--- config.mk ---
export PLATFORM = sky130hd
export DESIGN_NAME = video_frame_reader
export DESIGN_NICKNAME = d
export VERILOG_FILES = /design/src/rtl/video_frame_reader.sv
export SDC_FILE = /design/constraint.sdc
export NUM_CORES = 1
export LEC_CHECK = 0
export CORE_ASPECT_RATIO = 0.8
export CORE_MARGIN = 2
export CORE_UTILIZATION = 40
export DETAILED_ROUTE_END_ITERATION = 12
export GPL_ROUTABILITY_DRIVEN = 0
export PLACE_DENSITY_LB_ADDON = 0.15
export SLEW_MARGIN = 20
export SYNTH_ARGS = -nofsm -noshare
export SYNTH_HDL_FRONTEND = slang
export SYNTH_SLANG_ARGS = --single-unit
--- constraint.sdc ---
create_clock -name clk -period 1.7 [get_ports clk]
set_input_delay 0.425 -clock clk [delete_from_list [all_inputs] [get_ports clk]]
set_output_delay 0.425 -clock clk [all_outputs]
set_load 0.05 [all_outputs]
--- src/rtl/video_frame_reader.sv ---
// Display-side frame buffer reader: requests a frame at each vsync rise and streams one pixel
// per active-video cycle, aligned with a one-cycle-delayed copy of the video timing.
module video_frame_reader #(
  parameter int unsigned DATA_BITS = 16,
  parameter int unsigned ADDR_BITS = 24,
  parameter int unsigned FRAME_LEN = 786432
) (
  input  logic                 clk,
  input  logic                 rst_n,
  input  logic                 vs_in,
  input  logic                 hs_in,
  input  logic                 de_in,
  input  logic [1:0]           wr_index,
  output logic                 read_req,
  input  logic                 read_req_ack,
  output logic [1:0]           read_addr_index,
  output logic [ADDR_BITS-1:0] read_len,
  output logic                 read_en,
  input  logic [DATA_BITS-1:0] read_data,
  output logic                 vs_out,
  output logic                 hs_out,
  output logic                 de_out,
  output logic [DATA_BITS-1:0] rgb_out,
  output logic                 underrun
);

  localparam logic [1:0] StIdle   = 2'd0;
  localparam logic [1:0] StReq    = 2'd1;
  localparam logic [1:0] StActive = 2'd2;

  localparam logic [ADDR_BITS-1:0] FrameLen = ADDR_BITS'(FRAME_LEN);

  logic [1:0]           state_q, state_d;
  logic [1:0]           wr_idx_meta_q, wr_idx_s_q;
  logic [ADDR_BITS-1:0] pix_cnt_q, pix_cnt_d;
  logic                 underrun_d;
  logic                 read_en_q;
  logic                 frame_start;
  logic                 start_accept;
  logic                 is_active;

  assign read_len     = FrameLen;
  // vs_out doubles as the delayed vsync used for edge detection.
  assign frame_start  = vs_in & ~vs_out;
  // A frame start during an outstanding request is ignored entirely.
  assign start_accept = frame_start & (state_q != StReq);
  assign is_active    = (state_q == StActive);
  assign read_en      = is_active & de_in & (pix_cnt_q < FrameLen);
  assign rgb_out      = read_en_q ? read_data : '0;

  always_comb begin
    state_d = state_q;
    case (state_q)
      StIdle:   if (frame_start) state_d = StReq;
      StReq:    if (read_req_ack) state_d = StActive;
      StActive: if (frame_start) state_d = StReq;
      default:  state_d = StIdle;
    endcase
  end

  always_comb begin
    pix_cnt_d = pix_cnt_q;
    if (start_accept) begin
      pix_cnt_d = '0;
    end else if (read_en) begin
      pix_cnt_d = pix_cnt_q + ADDR_BITS'(1);
    end
  end

  always_comb begin
    underrun_d = underrun_q_sel();
  end

  function automatic logic underrun_q_sel();
    logic u;
    u = start_accept ? 1'b0 : underrun;
    // Pixels demanded with no frame open, or past the end of the frame.
    if (de_in && (!is_active || (pix_cnt_q == FrameLen))) u = 1'b1;
    return u;
  endfunction

  always_ff @(posedge clk or negedge rst_n) begin
    if (!rst_n) begin
      state_q         <= StIdle;
      wr_idx_meta_q   <= 2'd0;
      wr_idx_s_q      <= 2'd0;
      pix_cnt_q       <= '0;
      underrun        <= 1'b0;
      read_en_q       <= 1'b0;
      read_req        <= 1'b0;
      read_addr_index <= 2'd0;
      vs_out          <= 1'b0;
      hs_out          <= 1'b0;
      de_out          <= 1'b0;
    end else begin
      state_q       <= state_d;
      wr_idx_meta_q <= wr_index;
      wr_idx_s_q    <= wr_idx_meta_q;
      pix_cnt_q     <= pix_cnt_d;
      underrun      <= underrun_d;
      read_en_q     <= read_en;
      read_req      <= (state_d == StReq);
      if (start_accept) begin
        // Read the buffer completed just before the one being written.
        read_addr_index <= wr_idx_s_q - 2'd1;
      end
      vs_out <= vs_in;
      hs_out <= hs_in;
      de_out <= de_in;
    end
  end

endmodule

==> results.md, run 1 <==
* CTS Buf Count at 5
* Reg2reg path depth at 6
* Critical path type: reg -> out
* Max VDD drop at 564 uV
* Number of synthesized flops with an enable pin at 0
* Cts-stage hold buffer count at 0
* Critical Path Sink: read_en
* Dpl hpwl at 3.47 mm
* DR pass1 iterations at 4
* PwrDens at 839 nW/um2
* Final WL at 4.89 mm
* # setup viols final at 18
* Layout area overhead at 54.5%
* Per-cell routed wire length at 13.9 um
* Clock Tree Root: clkbuf_8
* Post-Syn Area at 2020 um2
* Top-count cell post-synth: dfrtp_1
* Fin crit period at 1.88 ns
* Setup TNS at -0.880 ns
* Largest net degree at the start of global routing at 39
* Share of cells above drive strength 1 at 31.6%
* Crit Reg-Reg Startpoint: pix_cnt_q[21]$_DFFE_PN0P_
* Max Cap Viol at 0
* Period utilisation layout at 110%
* Peak fanout along the critical path at 6
* CP Data Arrival Time at 1.45 ns
* Yosys top cell area share at 47.1%
* Register area share after synthesis at 47.1%
* Io pins at 72
* Distinct cells, synth at 36
* Remaining antenna violation count at 0
* R2r setup slk at -0.08 ns
* Synth async-reset ratio at 100%
* Syn_area_per_cell at 9.84 um2
* Number of synthesized register bits at 38
* Setup ws final at -0.175 ns
* Antenna violations before repair at 0
* Warnings from Yosys at 0
* Die Height at 67.5 um
* Top achievable clock speed at 0.533 GHz
* CTS tree: done
* Placed cells at 337
* Vias per cell at 4.98
* Core footprint at 4920 um2
* Required time of the critical path at 1.27 ns
* Area leader, netlist: dfrtp_1
* Clk_lat worst skew at 0.29 ns
* Port bufs at 47
* Fin. max-slew vios at 0
* Grt ovf at 0
* Setup crit start: pix_cnt_q[18]$_DFFE_PN0P_
* Leak at 1.36 nW
* CTS sink cnt at 38
* Crit. End Element: primary output
* Ranking of synthesized cells by area: dfrtp_1 47%, buf_4 8.9%, and2_1 6.8%
* Final Hold Viols at 0
* Chip Width at 83.4 um
* Top_reg_cell synth: dfrtp_1
* Detailed Route Iter0 Violations at 134
* Fin nets at 316
* Synth cell count leaders: 38 x dfrtp_1, 24 x buf_4, 22 x and2_1
* Max clock buf depth at 2
* Gr usage total at 17.7%
* Setup Skew at 0.00636 ns
* Detailed-route via count at 1758
* Cells after synthesis at 205
* Result of the run: finished, violations left
* Vias in the first global route at 1601
* Hold crit path type: in -> async
* RSZ-0062 raised after global routing: true
* # rows at 23
* CTS HTree Levels at 2
* Worst-path clk slew at 0.08 ns
* FF-to-FF End: pix_cnt_q[13]$_DFFE_PN0P_
* DIE AREA at 5630 um2
* Finished Layout Cells at 353
* CP startpoint kind: register
* Number of remaining DRC errors at 0
* Failing checks: negative setup slack
* Ant diodes at 0
* Global-route wire length before repair at 7.78 mm
* Starting density of the core at 41.0%
cells in the final DEF, fill, tap and decap left out, types with 2 or more instances in the layout:
master           synthesis  final
a22o_1                   2      2
buf_4                   24     41
dfrtp_1                 38     37
o21ai_0                  9      9
buf_12                   0     17
nand4_4                  0      2
nor4_2                   0      2
nand4_1                  4      4
nor2b_1                  2      2
nor4_1                   4      2
clkbuf_8                 0      5
a21oi_1                 15     10
clkdlybuf4s50_1          0     21
o22ai_1                  2      2
nand3_1                  6      6
conb_1                   2     24
or4_4                    0      2
o31ai_1                 10     10
and4_1                   2      2
nand2_1                 13     13
o21a_1                   2      2
inv_1                    5      5
and3_1                   2      2
bufinv_16                0      2
a21oi_2                  0      5
nand2b_1                 2      2
buf_6                    0      5
ha_1                     2      2
or3_1                    7      6
or4_1                   10      8
and2_1                  22     22
repair_timing:
item / CTS / global route
pin swaps: 2 / 10
endpoints found under the hold margin: 0 / 0
resized for setup: 9 / 13
endpoints found under the setup margin: 20 / 36
setup buffers: 3 / 4
cloned: 0 / 1
final cells by class:
class,count,area (um2)
fill,404,1800
multi-input combinational,154,1000
sequential,38,952
timing repair buffer,86,928
tap,62,77.6
clock buffer,5,68.8
clock inverter,3,68.8
inverter,5,18.8
through the flow:
step / power, mW / cell area, um2 / utilization, % / setup WS (ns) / hold slack, ns
final: 2.61 / 3120 / 63.4 / -0.175 / 0.170
after global routing: 2.73 / 3120 / 63.4 / -0.225 / 0.211
after CTS: 2.64 / 3020 / 61.4 / -0.195 / 0.184
after detailed placement: 1.70 / 2830 / 57.4 / -0.515 / 0.343
after global placement: 1.70 / 2830 / 57.4 / -0.475 / 0.334
after floorplan: 1.45 / 2100 / - / 0.0344 / 0.129
cells by family (layout without fill, tap and decap cells):
| kind of cell | after synthesis | after routing | synth area share, % |
|---|---|---|---|
| adder cells (fa/ha/maj) | 2 | 2 | 1.24 |
| other | 2 | 24 | 0.372 |
| XOR/XNOR | 2 | 2 | 0.868 |
| AND/OR/NAND/NOR | 83 | 84 | 26.2 |
| flip-flops | 38 | 38 | 47.1 |
| buffers and inverters | 36 | 99 | 11.4 |
| AO/OA/AOI/OAI | 42 | 42 | 12.8 |
worst max-delay path, stage by stage (launching register included):
cell     delay [ns]
dfrtp_1        0.42
nand2_1        0.30
and4_4         0.30
buf_12         0.14
report_power, final:
group	switching, mW	internal, mW
clock	0.332	0.588
sequential	0.0357	0.954
combinational	0.434	0.271
total	0.802	1.81
how the worst min path moves through the flow:
| stage | start | to | slack [ns] | depth (start not counted) |
|---|---|---|---|---|
| floorplan | rst_n | de_out$_DFF_PN0_ | 0.13 | 0 |
| global placement | wr_idx_meta_q[0]$_DFF_PN0_ | wr_idx_s_q[0]$_DFF_PN0_ | 0.33 | 0 |
| detailed placement | wr_idx_meta_q[1]$_DFF_PN0_ | wr_idx_s_q[1]$_DFF_PN0_ | 0.34 | 0 |
| CTS | rst_n | wr_idx_meta_q[1]$_DFF_PN0_ | 0.18 | 2 |
| global route | rst_n | wr_idx_meta_q[0]$_DFF_PN0_ | 0.21 | 2 |
| finish | rst_n | wr_idx_meta_q[1]$_DFF_PN0_ | 0.17 | 2 |
sequential cells by signal, summed over array words and instances (netlist names):
| register | count |
|---|---|
| underrun | 1 |
| read_addr_index | 2 |
| read_req | 1 |
| wr_idx_s_q | 2 |
| read_en_q | 1 |
| vs_out | 1 |
| state_q | 2 |
| hs_out | 1 |
| de_out | 1 |
| pix_cnt_q | 24 |
| wr_idx_meta_q | 2 |
metal layers:
metal,routed length (um),global-route usage [%]
met1,2280,23.9
met2,2230,28.5
met3,335,4.03
met4,53,6.05
met5,0,0
(Power assumes the default switching activity.)
==> inputs of run 2 (changes only) <==
Settings changed: ABC_CLOCK_PERIOD_IN_PS set to 1700, SKIP_LAST_GASP set to 1.
==> run 2 against run 1 <==
  * The run still ends with negative setup slack left
  * Via count fell by 0.34%
  * Global-route usage fell by 0.24 points
  * Sequential share of layout area rose by 0.23 points
  * Register-to-register slack is essentially flat
  * First-iteration DRC count shrank 26%
  * Non-clock buffer count shrank 3
  * Clock power hardly changed
  * Combinational power is essentially flat
  * Critical path depth did not move
  * Largest power group unchanged
==> results.md, run 2 (synthesis results as in run 1) <==
* Placed cells at 337
* Result of the run: finished, violations left
* # setup viols final at 17
* Clock Power Share at 35.2%
* PwrDens at 845 nW/um2
* Sw frac at 30.7%
* Grt ovf at 0
* Final WL at 4.79 mm
* Fin. max-slew vios at 0
* Peak fanout along the critical path at 3
* Starting density of the core at 41.0%
* Leak at 1.37 nW
* CTS HTree Levels at 2
* Pre-CTS WS at -0.515 ns
* RSZ-0062 raised after global routing: true
* Required time of the critical path at 1.27 ns
* Per-cell routed wire length at 13.7 um
* Psw at 0.801 mW
* CTS tree: done
* Max clock buf depth at 2
* Max VDD drop at 562 uV
* # rows at 23
* Setup ws final at -0.171 ns
* Clk_lat worst skew at 0.29 ns
* Max Cap Viol at 0
* Reg2reg path depth at 5
* Chip Width at 83.4 um
* Failing checks: negative setup slack
* Fin nets at 313
* CP startpoint kind: register
* Fill cell count at 402
* Antenna violations before repair at 0
* Port bufs at 47
* Clock Tree Root: clkbuf_8
* Commonest non-fill, non-tap cell in the layout: buf_4
* CP Data Arrival Time at 1.45 ns
* Final Hold Viols at 0
* Critical path type: reg -> out
* Remaining antenna violation count at 0
* Core footprint at 4920 um2
* Crit. End Element: primary output
* DIE AREA at 5630 um2
* Setup Skew at 0.00606 ns
* Global-route wire length before repair at 7.69 mm
* Io pins at 72
* Seq pwr share at 37.8%
* Detailed Route Iter0 Violations at 99
* Finished Layout Cells at 350
* Cts-stage hold buffer count at 0
* Vias in the first global route at 1591
* CTS sink cnt at 38
* Vias per cell at 5.01
* Comb power frac at 27.0%
* Share of cells above drive strength 1 at 30.2%
* Detailed-route via count at 1752
* CTS Buf Count at 5
* Dpl hpwl at 3.47 mm
* Hold crit path type: in -> async
* DR pass1 iterations at 4
* Worst-path clk slew at 0.08 ns
* Most frequent cells in the layout: 38 x buf_4, 37 x dfrtp_1, 24 x conb_1, 22 x and2_1, 21 x clkdlybuf4s50_1
* Period utilisation layout at 110%
* Layout area overhead at 53.3%
* Die Height at 67.5 um
* Gr usage total at 17.4%
* Internal Power at 1.81 mW
* Largest net degree at the start of global routing at 39
* Largest register FFs at 24
* Number of remaining DRC errors at 0
* Top achievable clock speed at 0.534 GHz
* Ant diodes at 0
* Fin crit period at 1.87 ns
* Top reg by flops: pix_cnt_q
==> run 2: critical path, stage by stage, from the launching register on <==
cell and delay [ns]:
dfrtp_1 0.41, nor4_4 0.33, and4_4 0.29, buf_12 0.14
==> run 2: metal layers <==
metal	GRT usage [%]	wire [um]	up-vias	share of wire, %
li1	-	-	851	-
met1	23.8	2270	831	47
met2	27.7	2170	65	45
met3	4.03	299	5	6.2
met4	6.05	50	0	1.0
met5	0	0	-	0
==> run 2: power by group through the flow <==
stage	logic (mW)	registers [mW]	clock network [mW]
after floorplan	0.367	1.08	0
after global placement	0.690	1.01	0
after detailed placement	0.693	1.01	0
after CTS	0.700	0.989	0.945
after global routing	0.747	0.998	0.984
final	0.705	0.989	0.920
==> run 2: metrics by stage <==
step / hold WS (ns) / cell area, um2 / utilization [%] / TNS [ns] / total power, mW
after global placement: 0.334 / 2830 / 57.4 / -7.44 / 1.70
after detailed placement: 0.343 / 2830 / 57.4 / -8.15 / 1.70
after global routing: 0.211 / 3090 / 62.9 / -2.75 / 2.73
final: 0.168 / 3090 / 62.9 / -0.988 / 2.61
after floorplan: 0.129 / 2100 / - / 0 / 1.45
after CTS: 0.184 / 3020 / 61.3 / -1.64 / 2.63
==> run 2: final timing paths <==
kind,startpoint,endpoint,slack [ns]
min in group clk,wr_idx_meta_q[1]$_DFF_PN0_,wr_idx_s_q[1]$_DFF_PN0_,0.36
max in group asynchronous,rst_n,read_en_q$_DFF_PN0_,1.17
setup reg to reg,pix_cnt_q[21]$_DFFE_PN0P_,pix_cnt_q[15]$_DFFE_PN0P_,-0.09
setup / recovery,pix_cnt_q[21]$_DFFE_PN0P_,read_en,-0.17
hold reg to reg,wr_idx_meta_q[1]$_DFF_PN0_,wr_idx_s_q[1]$_DFF_PN0_,0.36
hold / removal,rst_n,wr_idx_meta_q[1]$_DFF_PN0_,0.17
==> run 2: layout make-up <==
class | instances | area [um2] | share of cell area (%)
Timing Repair Buffer | 83 | 906 | 29.3
Inverter | 5 | 18.8 | 0.607
Sequential cell | 38 | 952 | 30.8
Clock buffer | 5 | 68.8 | 2.22
Multi-Input combinational cell | 154 | 1000 | 32.4
Tap cell | 62 | 77.6 | 2.51
Clock inverter | 3 | 68.8 | 2.22
==> run 2: repair_timing <==
item                       CTS  global route
cloned                       0             1
gates resized for setup      7            14
setup buffers                3             1
setup endpoints to repair   20            36
pin swaps                    2             9
